--- config.mk ---
export PLATFORM = sky130hd
export DESIGN_NAME = paddle_step_sched_flat
export DESIGN_NICKNAME = d
export VERILOG_FILES = /design/src/rtl/paddle_step_sched_if.sv /design/src/rtl/paddle_step_sched.sv /design/src/flat_wrapper.sv
export SDC_FILE = /design/constraint.sdc
export NUM_CORES = 1
export LEC_CHECK = 0
export CORE_ASPECT_RATIO = 1.5
export CORE_MARGIN = 10
export CORE_UTILIZATION = 33
export CTS_BUF_LIST = sky130_fd_sc_hd__clkbuf_8 sky130_fd_sc_hd__clkbuf_16
export CTS_CLUSTER_DIAMETER = 60
export DETAILED_ROUTE_END_ITERATION = 6
export GPL_ROUTABILITY_DRIVEN = 0
export PLACE_DENSITY = 0.6
export SYNTH_ARGS = -nofsm -noshare
export SYNTH_HDL_FRONTEND = slang
export SYNTH_SLANG_ARGS = --single-unit
--- constraint.sdc ---
create_clock -name clk -period 3.2 [get_ports clk]
set_clock_uncertainty 0.15 [all_clocks]
set_input_delay 0.64 -clock clk [delete_from_list [all_inputs] [get_ports clk]]
set_output_delay 0.64 -clock clk [all_outputs]
set_load 0.1 [all_outputs]
--- src/rtl/paddle_step_sched_if.sv ---
// Paddle scheduler bus: enable, player direction pulses, paddle positions,
// and the valid/ready update announcement towards the renderer.
// The scheduler connects through the master modport. The decoder and
// renderer side connects through the slave modport.
interface paddle_step_sched_if #(
  parameter int POS_W = 8
);
  logic             enable;
  logic             a_left;
  logic             a_right;
  logic             b_left;
  logic             b_right;
  logic [POS_W-1:0] pos_a;
  logic [POS_W-1:0] pos_b;
  logic             upd_valid;
  logic             upd_player;
  logic             upd_ready;

  modport master (
    input  enable, a_left, a_right, b_left, b_right, upd_ready,
    output pos_a, pos_b, upd_valid, upd_player
  );

  modport slave (
    output enable, a_left, a_right, b_left, b_right, upd_ready,
    input  pos_a, pos_b, upd_valid, upd_player
  );
endinterface

--- src/rtl/paddle_step_sched.sv ---
// paddle_step_sched: accumulates per-player step pulses and time-shares one
// add/clamp unit between the two paddle position registers. A round-robin
// FSM (IDLE -> MOVE -> NOTIFY) selects the player to update. Each position
// change is announced over upd_valid/upd_ready.
// Optional build macro PADDLE_SCHED_COALESCE_EN: when defined, one MOVE
// applies the whole accumulated count instead of a single STEP.
module paddle_step_sched #(
  parameter int POS_W    = 8,
  parameter int POS_MIN  = 0,
  parameter int POS_MAX  = 200,
  parameter int POS_INIT = 100,
  parameter int STEP     = 4,
  parameter int ACC_W    = 3
) (
  input  logic clk,
  input  logic rst,
  paddle_step_sched_if.master bus
);
  // Intermediate widths. IW holds position arithmetic with one carry bit.
  // SW holds the accumulator plus a pulse and a consume without wrapping.
  localparam int IW     = POS_W + 1;
  localparam int SW     = ACC_W + 2;
  localparam int ACC_HI = (1 << (ACC_W - 1)) - 1;
  localparam int ACC_LO = -(1 << (ACC_W - 1));

  localparam logic signed [SW-1:0] ACC_HI_S = SW'(ACC_HI);
  localparam logic signed [SW-1:0] ACC_LO_S = SW'(ACC_LO);

  typedef enum logic [1:0] {
    IDLE   = 2'd0,
    MOVE   = 2'd1,
    NOTIFY = 2'd2
  } state_t;

  state_t state, state_next;
  logic   winner, winner_next;   // player owning the add/clamp unit
  logic   rr, rr_next;           // player favoured when both have work

  logic signed [ACC_W-1:0] acc [2];
  logic [POS_W-1:0]        pos [2];
  logic                    left_in [2];
  logic                    right_in [2];
  logic                    consume [2];

  logic signed [ACC_W-1:0] win_acc;
  logic [POS_W-1:0]        win_pos;
  logic [POS_W-1:0]        new_pos;
  logic [IW-1:0]           mag;
  logic [IW-1:0]           delta;
  logic [IW-1:0]           sum_up;
  logic [IW-1:0]           floor_dn;
  logic                    do_move;

  assign left_in[0]  = bus.a_left;
  assign right_in[0] = bus.a_right;
  assign left_in[1]  = bus.b_left;
  assign right_in[1] = bus.b_right;

  assign bus.pos_a = pos[0];
  assign bus.pos_b = pos[1];

  // Shared add/clamp unit for the selected player. In single-step mode it
  // moves by STEP. In coalesce mode it moves by |acc| x STEP.
  always_comb begin
    win_acc = acc[winner];
    win_pos = pos[winner];
`ifdef PADDLE_SCHED_COALESCE_EN
    if (win_acc < 0) begin
      mag = IW'(-SW'(win_acc));
    end else begin
      mag = IW'(SW'(win_acc));
    end
`else
    mag = IW'(1);
`endif
    delta    = mag * IW'(STEP);
    sum_up   = {1'b0, win_pos} + delta;
    floor_dn = IW'(POS_MIN) + delta;
    if (win_acc > 0) begin
      new_pos = (sum_up > IW'(POS_MAX)) ? POS_W'(POS_MAX) : sum_up[POS_W-1:0];
    end else begin
      new_pos = ({1'b0, win_pos} >= floor_dn) ? (win_pos - delta[POS_W-1:0])
                                              : POS_W'(POS_MIN);
    end
    // An acc cancelled between IDLE and MOVE means there is nothing to apply.
    do_move = (state == MOVE) && (win_acc != '0);
  end

  genvar gi;
  generate
    for (gi = 0; gi < 2; gi++) begin : g_player
      logic signed [ACC_W-1:0] acc_reg;
      logic [POS_W-1:0]        pos_reg;
      logic signed [SW-1:0]    base;
      logic signed [SW-1:0]    sum;
      logic signed [ACC_W-1:0] acc_next;

      assign consume[gi] = do_move && (winner == 1'(gi));
      assign acc[gi]     = acc_reg;
      assign pos[gi]     = pos_reg;

      // Apply the consume first, then add the new pulse, then saturate.
      always_comb begin
        base = SW'(acc_reg);
        if (consume[gi]) begin
`ifdef PADDLE_SCHED_COALESCE_EN
          base = '0;
`else
          base = (acc_reg > 0) ? (base - SW'(1)) : (base + SW'(1));
`endif
        end
        sum = base + $signed(SW'(right_in[gi])) - $signed(SW'(left_in[gi]));
        if (sum > ACC_HI_S) begin
          acc_next = ACC_W'(ACC_HI_S);
        end else if (sum < ACC_LO_S) begin
          acc_next = ACC_W'(ACC_LO_S);
        end else begin
          acc_next = ACC_W'(sum);
        end
      end

      // Pending-step accumulator. It is cleared while the game is stopped.
      always_ff @(posedge clk or posedge rst) begin
        if (rst) begin
          acc_reg <= '0;
        end else if (!bus.enable) begin
          acc_reg <= '0;
        end else begin
          acc_reg <= acc_next;
        end
      end

      // Position register. It is written only when this player owns the unit.
      always_ff @(posedge clk or posedge rst) begin
        if (rst) begin
          pos_reg <= POS_W'(POS_INIT);
        end else if (consume[gi]) begin
          pos_reg <= new_pos;
        end
      end
    end
  endgenerate

  // FSM state register, including the latched winner and round-robin pointer.
  always_ff @(posedge clk or posedge rst) begin
    if (rst) begin
      state  <= IDLE;
      winner <= 1'b0;
      rr     <= 1'b0;
    end else begin
      state  <= state_next;
      winner <= winner_next;
      rr     <= rr_next;
    end
  end

  // FSM next-state logic: arbitration, move outcome and handshake completion.
  always_comb begin
    state_next  = state;
    winner_next = winner;
    rr_next     = rr;
    unique case (state)
      IDLE: begin
        if ((acc[0] != '0) && (acc[1] != '0)) begin
          winner_next = rr;
          state_next  = MOVE;
        end else if (acc[0] != '0) begin
          winner_next = 1'b0;
          state_next  = MOVE;
        end else if (acc[1] != '0) begin
          winner_next = 1'b1;
          state_next  = MOVE;
        end
      end
      MOVE: begin
        // A move blocked by the clamp is consumed silently.
        if (do_move && (new_pos != win_pos)) begin
          state_next = NOTIFY;
        end else begin
          state_next = IDLE;
        end
      end
      NOTIFY: begin
        if (bus.upd_ready) begin
          rr_next    = ~winner;
          state_next = IDLE;
        end
      end
      default: state_next = IDLE;
    endcase
  end

  // FSM outputs. They decode registered state only, so upd_ready has no
  // combinational path to any output.
  always_comb begin
    bus.upd_valid  = (state == NOTIFY);
    bus.upd_player = winner;
  end
endmodule

--- src/flat_wrapper.sv ---
// flat-port wrapper written by rule: the top's interface ports become plain ports
module paddle_step_sched_flat 
#(
  parameter int POS_W    = 8,
  parameter int POS_MIN  = 0,
  parameter int POS_MAX  = 200,
  parameter int POS_INIT = 100,
  parameter int STEP     = 4,
  parameter int ACC_W    = 3
)
  (clk, rst, bus_enable, bus_a_left, bus_a_right, bus_b_left, bus_b_right, bus_upd_ready, bus_pos_a, bus_pos_b, bus_upd_valid, bus_upd_player);
  paddle_step_sched_if #(.POS_W(POS_W)) bus_i ();
  input  logic clk;
  input  logic rst;
  input wire logic [$bits(bus_i.enable)-1:0] bus_enable;
  input wire logic [$bits(bus_i.a_left)-1:0] bus_a_left;
  input wire logic [$bits(bus_i.a_right)-1:0] bus_a_right;
  input wire logic [$bits(bus_i.b_left)-1:0] bus_b_left;
  input wire logic [$bits(bus_i.b_right)-1:0] bus_b_right;
  input wire logic [$bits(bus_i.upd_ready)-1:0] bus_upd_ready;
  output wire logic [$bits(bus_i.pos_a)-1:0] bus_pos_a;
  output wire logic [$bits(bus_i.pos_b)-1:0] bus_pos_b;
  output wire logic [$bits(bus_i.upd_valid)-1:0] bus_upd_valid;
  output wire logic [$bits(bus_i.upd_player)-1:0] bus_upd_player;
  assign bus_i.enable = bus_enable;
  assign bus_i.a_left = bus_a_left;
  assign bus_i.a_right = bus_a_right;
  assign bus_i.b_left = bus_b_left;
  assign bus_i.b_right = bus_b_right;
  assign bus_i.upd_ready = bus_upd_ready;
  assign bus_pos_a = bus_i.pos_a;
  assign bus_pos_b = bus_i.pos_b;
  assign bus_upd_valid = bus_i.upd_valid;
  assign bus_upd_player = bus_i.upd_player;
  paddle_step_sched #(.POS_W(POS_W), .POS_MIN(POS_MIN), .POS_MAX(POS_MAX), .POS_INIT(POS_INIT), .STEP(STEP), .ACC_W(ACC_W)) u_core (.clk(clk), .rst(rst), .bus(bus_i));
endmodule
Word-level counts from Yosys, hierarchy flattened
Cells that the tools add are included.
Cells by class
  $add $sub $neg: 10
  multipliers: 0
  divide/modulo/power cells: 0
  order comparisons: 10
  equality and inequality tests: 5
  shifts and indexed selects: 0
  muxes and demuxes: 28
  bitwise logic cells: 2
  reduce and logical (&&, ||, !) cells: 13
Operator list (count)
  $mux W8: 6
  $mux W3: 9
  $mux W5: 4
  $reduce_bool A3 Y1: 4
  $add A5 B2 Y5: 2
  $gt A5 B3 Y1 const B: 2
  $lt A5 B3 Y1 const B: 2
  $mux W2: 5
  $sub A5 B2 Y5: 2
  $add A8 B3 Y9 const B: 1
  $gt A3 B1 Y1 const B: 3
  $gt A9 B8 Y1 const B: 1
  $add A3 B2 Y4 const B: 2
  $ge A8 B3 Y1 const B: 1
  $ne A8 B8 Y1: 1
  $sub A3 B2 Y4 const B: 2
  $sub A8 B3 Y8 const B: 1
  $pmux W2 S3: 1
  $reduce_and A2 Y1: 3
  $logic_and A1 B1 Y1: 5
  $ne A4 B1 Y1 const B: 1
  $mux W1: 3
  $eq A2 B1 Y1 const B: 1
  $eq A2 B2 Y1 const B: 1
  other kinds (5): 5
Word-level totals
  bits in registers: 26
  bits in latches: 0
  bits in writable memories: 0
  memory bits (read-only): 0
  bits of input ports: 8
  output and inout bits: 18
  word-level logic and storage cells: 75
  memories: 0

Logic depth before layout (Yosys ltp)
  word-level depth: 14
  depth in mapped cells: 14
  depth with buffers taken out: 14

Least setup slack after synthesis
Ideal clock, no wire load.
  path kind: register to register
  start point: register u_core.winner (netlist: u_core.bus.upd_player)
  end point: register u_core.g_player[1].acc_reg[0]
  arrival time: 3.437 ns
  data required time: 2.926 ns
  slack: -0.511 ns
  stages on the path, launching flop included: 12
  clock period less this slack: 3.711 ns
  cells stage by stage: dfrtp_1 -> inv_2 -> nor3_4 -> xnor2_1 -> ha_1 -> inv_1 -> ha_1 -> inv_1 -> fa_1 -> o32a_1 -> and3_1 -> a211o_1
On the way
  cells in the longest elaborated chain, start to end: 14
Ends and longest elaborated chain
  from (decl): RTL line paddle_step_sched.sv:36  | logic winner, winner_next;
  from (signal assigned): RTL line paddle_step_sched.sv:152  | winner <= winner_next;
  $not A1 Y2 (implied by the code): RTL line paddle_step_sched.sv:65  | win_acc = acc[winner];
  $mux W3 (implied by the code) (3 in series): RTL line paddle_step_sched.sv:65
  $reduce_bool A3 Y1: RTL line paddle_step_sched.sv:86  | do_move = (state == MOVE) && (win_acc != '0);
  $logic_and A1 B1 Y1: RTL line paddle_step_sched.sv:86
  $logic_and A1 B1 Y1 (*): RTL line paddle_step_sched.sv:98  | assign consume[gi] = do_move && (winner == 1'(gi));
  $mux W5 (*): RTL line paddle_step_sched.sv:105  | if (consume[gi]) begin
  $add A5 B2 Y5 (*): RTL line paddle_step_sched.sv:112  | sum = base + $signed(SW'(right_in[gi])) - $signed(SW'(left_in[gi]));
  $sub A5 B2 Y5 (*): RTL line paddle_step_sched.sv:112
  $lt A5 B3 Y1: RTL line paddle_step_sched.sv:115  | end else if (sum < ACC_LO_S) begin
  $mux W3: RTL line paddle_step_sched.sv:115
  $mux W3 (*): RTL line paddle_step_sched.sv:113  | if (sum > ACC_HI_S) begin
  $mux W3 (*): RTL line paddle_step_sched.sv:126  | end else if (!bus.enable) begin
  to (signal assigned): RTL line paddle_step_sched.sv:129  | acc_reg <= acc_next;
  to (decl): RTL line paddle_step_sched.sv:92  | logic signed [ACC_W-1:0] acc_reg;
Every way passes the cells marked *; elsewhere a longest branch is shown, timed or not. The select of a mux whose other input is x is not followed.
A chain may end at the register's enable or synchronous reset.

Worst setup path after layout
  start point: register u_core.state[1]
  end point: register u_core.g_player[1].acc_reg[0]
On the way
  cells in the longest elaborated chain, start to end: 10
Ends and longest elaborated chain
  from (decl): RTL line paddle_step_sched.sv:35  | state_t state, state_next;
  from (signal assigned): RTL line paddle_step_sched.sv:151  | state <= state_next;
  $eq A2 B1 Y1 (*): RTL line paddle_step_sched.sv:86
  $logic_and A1 B1 Y1 (*): RTL line paddle_step_sched.sv:86
  $logic_and A1 B1 Y1 (*): RTL line paddle_step_sched.sv:98
  $mux W5 (*): RTL line paddle_step_sched.sv:105
  $add A5 B2 Y5 (*): RTL line paddle_step_sched.sv:112
  $sub A5 B2 Y5 (*): RTL line paddle_step_sched.sv:112
  $lt A5 B3 Y1: RTL line paddle_step_sched.sv:115
  $mux W3: RTL line paddle_step_sched.sv:115
  $mux W3 (*): RTL line paddle_step_sched.sv:113
  $mux W3 (*): RTL line paddle_step_sched.sv:126
Every way passes the cells marked *; elsewhere a longest branch is shown, timed or not.

==> out/summary.txt <==
CTS H-tree lvls -> 1
Share of flip-flops with an asynchronous set or reset -> 100%
Multi-input gate area -> 1580 sq um
First-pass GRT wire length -> 10.1 mm
Unrepaired setup endpoints after global routing -> no
CORE AREA -> 6850 sq um
Initial Util -> 34.0%
WP depth -> 10
Critical Path End Type -> flip-flop
Crit share post-route -> 95.8%
Unique masters post-synth -> 59
Crit path time final -> 3.07 ns
I/O Pins -> 26
Max-slew violations -> 0
Arrival time worst endpoint -> 3.07 ns
Yosys Warn Count -> 0
DRC -> 0
CTS max path bufs -> 2
Synth Area in Simple Gates -> 17.8%
Hold_buf cts -> 0
Die X -> 88.6 um
CTS clk-pin slew, worst paths -> 0.09 ns
Hold Path Depth -> 2
Detailed Place HPWL -> 4.89 mm
GRT met1 Usage -> 11.9%
Max stage delay on crit path -> 0.44 ns
Tightest Hold Check Type -> flip-flop to flip-flop
Number of diodes -> 0
Netlist Area Pre-Place -> 2330 sq um
EDFF count, synth -> 0
Setup TNS -> 0 ns
Max cap viols -> 0
GRT overflow -> 0
Adder-Cell Fraction of Synth Area -> 10.9%
Worst-margin pin slew -> 0.534 ns
Crit path max-delay cell type -> dfrtp_1
FP Rows -> 37
Chip height -> 123 um
Synth area leader -> dfrtp_1
CP max FO -> 8
Setup repair bufs after CTS -> 0
Crit Path Class -> flip-flop to flip-flop
Startpoint Class -> flip-flop
Layout cell share with drive strength beyond 1 -> 27.5%
Bufs and invs on worst path -> 2
Pin count of the biggest net entering global routing -> 18
DRT Pass-1 Iters -> 4
Final WL -> 6.05 mm
Post-synthesis mux area share -> 10.2%
Initial antenna violation count -> 0
Grt met3 use -> 1.12%
Synth top cells by count -> a21oi_1 (22), inv_1 (22), nand2_1 (21)
Total number of vias -> 2076
Setup WS pre-CTS -> 0.0282 ns
Post-synthesis compound-gate area fraction -> 23.9%
Root buf cell -> clkbuf_8
Final setup violating endpoints -> 0
Vias in the first global route -> 2213
Mean Syn Cell Area -> 8.90 sq um
Data required, critical path -> 3.21 ns
Met2 GRT Util -> 22.3%
Fmax -> 0.326 GHz
Synthesized Nets -> 288
Post-cts resize count -> 1
Final Hold Viols -> 0
Worst path top cell family by delay -> simple AND/OR/NAND/NOR gates
Total die area -> 10900 sq um
Ys flop type -> dfrtp_1
Worst slew margin -> 64.3%
Vias per std cell -> 5.52
Layout overhead on the synthesized area -> 20.7%
CTS sink cnt -> 26
Number of nets in the layout -> 325
Status -> finished clean
Number of buffers added on ports -> 25
Synth area leaders -> dfrtp_1 (21%), ha_1 (7.5%), dfstp_2 (6.8%), mux2_2 (5.8%), a21oi_1 (4.7%)
Synthesis-stage register bit count -> 26
Gr usage total -> 11.5%
ANT nets after route -> 0
CTS tree -> built
FILL cells -> 687
Post-DR wirelength/cell -> 16.1 um
Smallest setup slack after layout -> 0.134 ns
Synth top area share -> 21.5%
Starting DRT DRC Count -> 77
CTS buffer count -> 3
GRT busiest layer -> met2
Main combinational cell family by area after synthesis -> compound AO/OA/AOI/OAI gates
CP Cell Sequence -> nand2b_2, nor3_4, buf_4, mux2i_2, inv_1, ha_1, xor2_1, o32a_1, and3_1, a211o_1
Clock latency on the worst-skew pair -> 0.27 ns
FF+latch area -> 666 sq um
Post-Synth XOR/XNOR Area -> 3.38%
Register area share after synthesis -> 28.2%
Reg2reg path depth -> 10
Cell count after synthesis -> 262
==> cells in the final DEF, fill, tap and decap left out, types with 6 or more instances in the layout <==
master | netlist | routed
ha_1 | 14 | 14
nor3_1 | 8 | 8
nor2_1 | 16 | 16
a21oi_1 | 22 | 20
nand2_1 | 21 | 21
buf_4 | 2 | 32
o21ai_0 | 11 | 11
and3_1 | 6 | 6
inv_1 | 22 | 22
clkdlybuf4s50_1 | 0 | 7
xnor2_1 | 6 | 6
dfrtp_1 | 20 | 16
dfstp_2 | 6 | 6
mux2_2 | 12 | 12
o21a_1 | 6 | 6
==> worst min-delay path, stage by stage (launching register included) <==
cell and delay [ns]:
dfrtp_1 0.36, nand2_1 0.05, o21ai_0 0.07
==> cells by family after synthesis <==
| logic type | count (synthesis) |
|---|---|
| xor gates and xnor gates | 9 |
| adders and majority gates | 18 |
| AOI/OAI and AO/OA | 79 |
| muxes | 21 |
| and+or+nand+nor | 77 |
| DFF | 26 |
| buffers and inverters | 32 |
==> path summary, 6_finish.rpt <==
kind	slack, ns	endpoint	start
min in group asynchronous	0.56	u_core.rr	rst
worst max register to register	0.13	u_core.g_player[1].acc_reg[0]	u_core.state[1]
worst min register to register	0.37	u_core.rr	u_core.rr
worst min-delay path	0.37	u_core.rr	u_core.rr
worst max-delay path	0.13	u_core.g_player[1].acc_reg[0]	u_core.state[1]
max in group asynchronous	1.68	u_core.bus.pos_a[5]	rst
==> final cells by class <==
cell class,count,share of cell area (%)
Inverter,25,3.33
Timing Repair Buffer,39,11.0
Multi-Input combinational cell,204,56.0
Sequential cell,26,23.6
Tap cell,78,3.47
Clock inverter,1,1.07
Clock buffer,3,1.47
==> routing by layer <==
layer,wire [um],vias to the layer above
li1,-,1017
met1,2390,1025
met2,3380,25
met3,142,9
met4,129,0
met5,0,-
==> per-stage QoR <==
stage          std cells  util, %  cell area (sq um)  hold WS, ns
4_1_cts              376     40.7               2790        0.374
3_5_place_dp         372     39.6               2710        0.354
5_1_grt              376     41.1               2820        0.406
6_report             376     41.1               2820        0.366
3_3_place_gp         372     39.6               2710        0.321
2_1_floorplan        262        -               2340        0.293
Power is not shown: default switching activity piles up to over one toggle a cycle in this logic, so the estimate is an artifact.
